--- src/rtl/his_acq_scheduler_if.sv ---
`default_nettype none
// ============================================================================
// Module   : his_acq_scheduler_if
// Brief    : Requester handshake and histogram RAM write/clear port bundle.
// Revision : 1.0
// ============================================================================
interface his_acq_scheduler_if #(
    parameter int N_REQ = 4,
    parameter int NB    = 5,
    parameter int PIXW  = $clog2(N_REQ)
);
    logic [N_REQ-1:0]    req_valid;
    logic [N_REQ*NB-1:0] req_bin;
    logic [N_REQ-1:0]    req_ready;
    logic                wr_en;
    logic [PIXW+NB-1:0]  wr_addr;
    logic                wr_bank;
    logic                clr_en;

    modport master (
        output req_valid, req_bin,
        input  req_ready, wr_en, wr_addr, wr_bank, clr_en
    );

    modport slave (
        input  req_valid, req_bin,
        output req_ready, wr_en, wr_addr, wr_bank, clr_en
    );
endinterface
`default_nettype wire

--- src/rtl/his_acq_scheduler.sv ---
`default_nettype none
// ============================================================================
// Module   : his_acq_scheduler
// Brief    : dToF histogram RAM sequencer: clear, round-robin write, bank swap.
// Revision : 1.0
// ============================================================================
module his_acq_scheduler #(
    parameter int N_REQ   = 4,
    parameter int NB      = 5,
    parameter int ACQ_NUM = 16,
    parameter int PIXW    = $clog2(N_REQ)
) (
    input  wire logic          clk,
    input  wire logic          res,
    input  wire logic          start,
    input  wire logic          stop,
    input  wire logic          acq_tick,
    his_acq_scheduler_if.slave bus,
    output logic               frame_done,
    output logic               done_bank,
    output logic               busy,
    output logic               err_tick
);
    localparam int AW = PIXW + NB;
    localparam int CW = $clog2(ACQ_NUM + 1);
    localparam logic [AW-1:0] C_CLR_LAST = AW'(N_REQ * (2**NB) - 1);
    localparam logic [CW-1:0] C_ACQ_LAST = CW'(ACQ_NUM - 1);

    typedef enum logic [1:0] {
        S_IDLE  = 2'd0,
        S_CLEAR = 2'd1,
        S_ACQ   = 2'd2,
        S_SWAP  = 2'd3
    } state_t;

    state_t          r_state;
    logic [AW-1:0]   r_clr_addr;
    logic [CW-1:0]   r_acq_cnt;
    logic [PIXW-1:0] r_rr;
    logic            r_bank;
    logic            r_stop;

    logic [NB-1:0]    w_bins [N_REQ];
    logic [N_REQ-1:0] w_grant;
    logic [PIXW-1:0]  w_gnt_idx;
    logic             w_gnt_any;
    logic [PIXW:0]    w_sum;
    logic [PIXW-1:0]  w_cand;

    for (genvar g = 0; g < N_REQ; g++) begin : g_bins
        assign w_bins[g] = bus.req_bin[g*NB +: NB];
    end

    // Search upward from the round-robin pointer, wrapping at N_REQ.
    always_comb begin
        w_grant   = '0;
        w_gnt_idx = '0;
        w_gnt_any = 1'b0;
        w_sum     = '0;
        w_cand    = '0;
        if (r_state == S_ACQ) begin
            for (int k = 0; k < N_REQ; k++) begin
                w_sum = {1'b0, r_rr} + (PIXW+1)'(k);
                if (w_sum >= (PIXW+1)'(N_REQ)) begin
                    w_sum = w_sum - (PIXW+1)'(N_REQ);
                end
                w_cand = w_sum[PIXW-1:0];
                if (!w_gnt_any && bus.req_valid[w_cand]) begin
                    w_gnt_any = 1'b1;
                    w_gnt_idx = w_cand;
                end
            end
            if (w_gnt_any) begin
                w_grant[w_gnt_idx] = 1'b1;
            end
        end
    end

    assign bus.req_ready = w_grant;
    assign busy          = (r_state != S_IDLE);

    always_ff @(posedge clk) begin
        if (res) begin
            r_state     <= S_IDLE;
            r_clr_addr  <= '0;
            r_acq_cnt   <= '0;
            r_rr        <= '0;
            r_bank      <= 1'b0;
            r_stop      <= 1'b0;
            bus.wr_en   <= 1'b0;
            bus.clr_en  <= 1'b0;
            bus.wr_addr <= '0;
            bus.wr_bank <= 1'b0;
            frame_done  <= 1'b0;
            done_bank   <= 1'b0;
            err_tick    <= 1'b0;
        end else begin
            bus.wr_en   <= w_gnt_any;
            bus.clr_en  <= 1'b0;
            bus.wr_bank <= r_bank;
            frame_done  <= 1'b0;

            if (w_gnt_any) begin
                bus.wr_addr <= {w_gnt_idx, w_bins[w_gnt_idx]};
                r_rr        <= (w_gnt_idx == PIXW'(N_REQ - 1)) ? '0 : w_gnt_idx + 1'b1;
            end

            if (stop && r_state != S_IDLE) begin
                r_stop <= 1'b1;
            end

            case (r_state)
                S_IDLE: begin
                    if (start) begin
                        r_state    <= S_CLEAR;
                        r_clr_addr <= '0;
                    end
                end
                S_CLEAR: begin
                    bus.clr_en  <= 1'b1;
                    bus.wr_addr <= r_clr_addr;
                    r_clr_addr  <= r_clr_addr + 1'b1;
                    if (acq_tick) begin
                        err_tick <= 1'b1;
                    end
                    if (r_clr_addr == C_CLR_LAST) begin
                        r_state   <= S_ACQ;
                        r_acq_cnt <= '0;
                    end
                end
                S_ACQ: begin
                    if (acq_tick) begin
                        if (r_acq_cnt == C_ACQ_LAST) begin
                            r_acq_cnt <= '0;
                            r_state   <= S_SWAP;
                        end else begin
                            r_acq_cnt <= r_acq_cnt + 1'b1;
                        end
                    end
                end
                S_SWAP: begin
                    r_bank     <= ~r_bank;
                    frame_done <= 1'b1;
                    done_bank  <= r_bank;
                    if (r_stop || stop) begin
                        r_state <= S_IDLE;
                        r_stop  <= 1'b0;
                    end else begin
                        r_state    <= S_CLEAR;
                        r_clr_addr <= '0;
                    end
                end
                default: r_state <= S_IDLE;
            endcase
        end
    end
endmodule
`default_nettype wire
--- src/flat_wrapper.sv ---
// flat-port wrapper written by rule: the top's interface ports become plain ports
module his_acq_scheduler_flat 
#(
    parameter int N_REQ   = 4,
    parameter int NB      = 5,
    parameter int ACQ_NUM = 16,
    parameter int PIXW    = $clog2(N_REQ)
)
  (clk, res, start, stop, acq_tick, frame_done, done_bank, busy, err_tick, bus_req_valid, bus_req_bin, bus_req_ready, bus_wr_en, bus_wr_addr, bus_wr_bank, bus_clr_en);
  his_acq_scheduler_if #(.N_REQ(N_REQ), .NB(NB), .PIXW(PIXW)) bus_i ();
  input  wire logic clk;
  input  wire logic res;
  input  wire logic start;
  input  wire logic stop;
  input  wire logic acq_tick;
  output logic frame_done;
  output logic done_bank;
  output logic busy;
  output logic err_tick;
  input wire logic [$bits(bus_i.req_valid)-1:0] bus_req_valid;
  input wire logic [$bits(bus_i.req_bin)-1:0] bus_req_bin;
  output wire logic [$bits(bus_i.req_ready)-1:0] bus_req_ready;
  output wire logic [$bits(bus_i.wr_en)-1:0] bus_wr_en;
  output wire logic [$bits(bus_i.wr_addr)-1:0] bus_wr_addr;
  output wire logic [$bits(bus_i.wr_bank)-1:0] bus_wr_bank;
  output wire logic [$bits(bus_i.clr_en)-1:0] bus_clr_en;
  assign bus_i.req_valid = bus_req_valid;
  assign bus_i.req_bin = bus_req_bin;
  assign bus_req_ready = bus_i.req_ready;
  assign bus_wr_en = bus_i.wr_en;
  assign bus_wr_addr = bus_i.wr_addr;
  assign bus_wr_bank = bus_i.wr_bank;
  assign bus_clr_en = bus_i.clr_en;
  his_acq_scheduler #(.N_REQ(N_REQ), .NB(NB), .ACQ_NUM(ACQ_NUM), .PIXW(PIXW)) u_core (.clk(clk), .res(res), .start(start), .stop(stop), .acq_tick(acq_tick), .bus(bus_i), .frame_done(frame_done), .done_bank(done_bank), .busy(busy), .err_tick(err_tick));
endmodule
--- config.mk ---
export PLATFORM = sky130hd
export DESIGN_NAME = his_acq_scheduler_flat
export DESIGN_NICKNAME = d
export VERILOG_FILES = /design/src/rtl/his_acq_scheduler_if.sv /design/src/rtl/his_acq_scheduler.sv /design/src/flat_wrapper.sv
export SDC_FILE = /design/constraint.sdc
export NUM_CORES = 1
export LEC_CHECK = 0
export ABC_AREA = 0
export CAP_MARGIN = 5
export CORE_MARGIN = 2
export CORE_UTILIZATION = 48
export CTS_CLUSTER_SIZE = 24
export DETAILED_ROUTE_END_ITERATION = 10
export PLACE_DENSITY = 0.9
export REMOVE_ABC_BUFFERS = 1
export SLEW_MARGIN = 20
export SYNTH_ARGS = -nofsm -noshare
export SYNTH_HDL_FRONTEND = slang
export SYNTH_SLANG_ARGS = --single-unit
--- constraint.sdc ---
create_clock -name clk -period 2.2 [get_ports clk]
set_clock_uncertainty 0.15 [all_clocks]
set_input_delay 0.22 -clock clk [delete_from_list [all_inputs] [get_ports clk]]
set_output_delay 0.22 -clock clk [all_outputs]
set_load 0.02 [all_outputs]
==> flow_results.org <==
** Cells and area
- Relative to the synthesized area, the layout overhead comes to 41.1%.
- In the final layout, the share of cells above drive strength 1 is 17.7%.
- Excluding fillers, the count of instances in the completed layout stands at 311.
- Number of antenna cells inserted :: 0
- Final core utilization :: 71.0%
- In the final design database the tool counted 300 nets.

** Die
- In this run the horizontal extent of the chip is 63.4 um.
- The floorplan step defined a die boundary enclosing 4020 um^2.
- Total number of placement rows :: 21
- The die is 63.4 um tall.
- Starting density of the core :: 50.3%
- Core region area :: 3360 um^2
- In this run the count of I/O pins placed on the die edge is 47.

** Logic synthesis
- Most used flip-flop cell after synthesis :: sky130_fd_sc_hd__dfxtp_1
- Synthesis inferred 31 register bits.
- The cell area that synthesis handed to floorplanning was 1690 um^2.
- Number of warnings printed during yosys synthesis :: 0
- By instance count, the leading cell after synthesis is sky130_fd_sc_hd__dfxtp_1.
- Gate Count Post-Synth :: 198
- Number of distinct library cell variants in the gate-level netlist after synthesis :: 45
- Of all flip-flops after synthesis, the portion carrying an async set or reset was 0%.
- In the synthesized netlist, the cells that appear most often are sky130_fd_sc_hd__dfxtp_1 (31), sky130_fd_sc_hd__a21oi_1 (29), sky130_fd_sc_hd__nor2_1 (23), sky130_fd_sc_hd__nand2_1 (15), sky130_fd_sc_hd__a221oi_1 (9).
- By area the synthesized netlist is led by sky130_fd_sc_hd__dfxtp_1 (37%), sky130_fd_sc_hd__a21oi_1 (8.6%), sky130_fd_sc_hd__nor2_1 (5.1%).
- The biggest area contributor in the post-synthesis netlist is sky130_fd_sc_hd__dfxtp_1.
- For this run, the register share of the synthesized area comes to 36.7%.
- In this run, synthesis inferred 0 flip-flops with an integrated enable.
- Post-Syn Area per Cell :: 8.55 um^2
- Share of the synthesized area in the top cell type :: 36.7%

** Worst setup path
- The endpoint identified for the worst register-to-register timing path is u_core.r_state[0].
- Critical Path End Type :: output port
- Data arrival, critical path :: 1.83 ns
- The worst setup path is of the in2out kind.
- R2r setup slk :: 0.16 ns
- STA classifies the critical path startpoint as a primary input.
- Along the worst path, the maximum fanout reaches 4.
- Data on the critical path is required at its endpoint by 1.83 ns.
- Reg-to-Reg Start :: u_core.r_clr_addr[0]
- FF-to-FF path depth :: 7

** CTS
- The later pin in the worst-skew pair is clocked with a latency of 0.33 ns.
- The longest clock path from root to sink contains 2 buffers.
- Clock tree from TritonCTS :: built
- Counting every sink on the clock net gives 31.
- In this run the clock root is driven by a sky130_fd_sc_hd__clkbuf_4.
- Clock buffer count from CTS :: 5
- Hold bufs inserted after CTS :: 0
- CTS built an H-tree with a depth of 2.
- Clock Pin Slew Worst Setup and Hold Paths :: 0.09 ns

** Detailed routing
- In the final routed layout, each cell accounts on average for 13.3 um.
- Antenna viol nets, final :: 0
- Count of vias placed by the detailed router :: 1724
- The detailed router finished its first iteration with 47 violations.
- Final routed DRC violation total :: 0
- Detailed-router iteration count before antenna repair :: 4
- Total wire length after detailed routing :: 4130 um
- After detailed routing, the number of vias per cell comes to 5.54.

** Pwr
- Power spread over the standard cell area amounts to 966 nW/um^2.
- Maximum vdd drop :: 0.592 mV
- Leakage :: 0.922 nW
- Sum of internal, switching and leakage power :: 2.31 mW

** STA
- Final worst path period share :: 100%
- Timing would allow up to 454 MHz.
- Setup violations remaining at the end of the flow were counted as 1.
- Clock period minus final worst setup slack :: 2.20 ns
- WHS :: 0.312 ns
- The count of final hold-check violations was 0.
- Slew of the pin with the lowest slew margin :: 0.350 ns
- After layout, the worst setup slack is -0.00169 ns.
- Setup repair after global routing missed its margin :: true
- Max-Slew Margin vs Limit :: 76.5%
- Final max-slew violation count :: 0

** Worst hold path
- Tightest Hold Check Type :: reg2reg
- Sink of the worst hold path :: u_core.r_acq_cnt[4]
- Launch point of the worst hold path :: u_core.r_acq_cnt[4]
- The worst hold path was traced through 2 stages.

** Placement
- Cells after DPL :: 302
- Final Wtd Congestion :: 0.824
- HPWL Detailed :: 3100 um
- Buffers placed on the I/O ports in this run total 46.
- Placement Setup Slack :: -0.363 ns

** Status
- The checks that failed: setup timing.
- Outcome :: finished with violations

** Global route
- Initial antenna violation count :: 0
- GR Util All Layers :: 21.9%
- The number of global-route vias before repair was 1651.
- Largest net degree at the start of global routing :: 29
- The first global-routing pass estimated 7070 um of wire.
- Aggregate global routing overflow :: 0

** Job
- Across the run, the number of max-cap violations was 0.
[cell usage in the layout (no fill, tap or decap), types with 2 or more instances in the layout]
cell type	n
sky130_fd_sc_hd__nand2_1	15
sky130_fd_sc_hd__o21ai_0	4
sky130_fd_sc_hd__nor3_1	5
sky130_fd_sc_hd__a21oi_1	29
sky130_fd_sc_hd__a311oi_1	2
sky130_fd_sc_hd__a211oi_2	2
sky130_fd_sc_hd__nor2_1	23
sky130_fd_sc_hd__dfxtp_1	30
sky130_fd_sc_hd__nor2b_1	3
sky130_fd_sc_hd__clkdlybuf4s50_1	41
sky130_fd_sc_hd__a211o_1	6
sky130_fd_sc_hd__ha_1	5
sky130_fd_sc_hd__mux2i_1	8
sky130_fd_sc_hd__nand2b_1	3
sky130_fd_sc_hd__inv_1	8
sky130_fd_sc_hd__buf_2	2
sky130_fd_sc_hd__nor2b_2	2
sky130_fd_sc_hd__a211oi_1	2
sky130_fd_sc_hd__buf_4	23
sky130_fd_sc_hd__a221oi_1	9
sky130_fd_sc_hd__nand3_1	6
sky130_fd_sc_hd__clkbuf_4	5
sky130_fd_sc_hd__xor2_1	4
[critical path, cell delays in order]
cell and delay, ns:
sky130_fd_sc_hd__clkdlybuf4s50_1 0.51, sky130_fd_sc_hd__nor2b_2 0.20, sky130_fd_sc_hd__a211oi_1 0.07, sky130_fd_sc_hd__o22a_1 0.22
sky130_fd_sc_hd__buf_4 0.16, sky130_fd_sc_hd__nor3_1 0.18, sky130_fd_sc_hd__clkdlybuf4s15_2 0.29
[cells by family after synthesis]
family / Yosys count / share of synthesized area, %
and+or+nand+nor: 68 / 20.7
adders and majority gates: 6 / 4.43
buffers and inverters: 17 / 4.51
AOI/OAI and AO/OA: 63 / 26.4
muxes: 8 / 4.73
DFF: 31 / 36.7
xor gates and xnor gates: 5 / 2.59
[per-layer routing]
metal  vias to the layer above  part of all wire (%)  GRT usage [%]
met3                         7                   7.4           6.61
met1                       806                    44           25.1
met4                         0                   1.2           6.79
met2                        56                    48           38.7
met5                         -                     0              0
li1                        855                     -              -
[how the worst max path moves through the flow]
stage	endpoint	cells past startpoint	slack, ns	startpoint
2_1_floorplan	u_core.r_clr_addr[5]	8	0.07	u_core.r_state[0]
3_3_place_gp	bus_req_ready[3]	7	-0.29	bus_req_valid[2]
3_5_place_dp	bus_req_ready[3]	7	-0.36	bus_req_valid[0]
4_1_cts	bus_req_ready[0]	6	0.01	bus_req_valid[0]
5_1_grt	bus_req_ready[2]	7	-0.07	bus_req_valid[2]
6_report	bus_req_ready[0]	7	-0.002	bus_req_valid[2]
[state kept, by name, indices dropped and copies added, names as in the netlist, 2 cells and up]
signal	cells
u_core.bus.wr_addr	7
u_core.r_clr_addr	7
u_core.r_acq_cnt	5
u_core.r_rr	2
u_core.r_state	2
[stage by stage]
step	TNS [ns]	instance area, um^2
final	-0.00169	2390
after detailed placement	-1.79	2320
after global routing	-0.149	2390
after floorplan	0	1650
after global placement	-1.29	2320
after CTS	0	2380
[power breakdown]
part	internal [mW]	switching (mW)	total (mW)	leakage [nW]
combinational	0.577	0.676	1.25	0.637
sequential	0.653	0.0660	0.719	0.252
clock	0.148	0.187	0.335	0.0341
total	1.38	0.929	2.31	0.922
[cell type report]
type,count,area [um^2]
timing repair buffer,69,622
fill,300,975
sequential,31,622
clock buffer,6,51.3
clock inverter,1,5.00
tap,46,57.6
inverter,8,30.0
multi-input combinational,150,1000
[repair_timing]
action / in CTS / in global routing
endpoints found under the setup margin: 4 / 7
pin swaps: 1 / 2
buffers inserted: 1 / 1
resized for setup: 15 / 6
(Power assumes the default switching activity.)
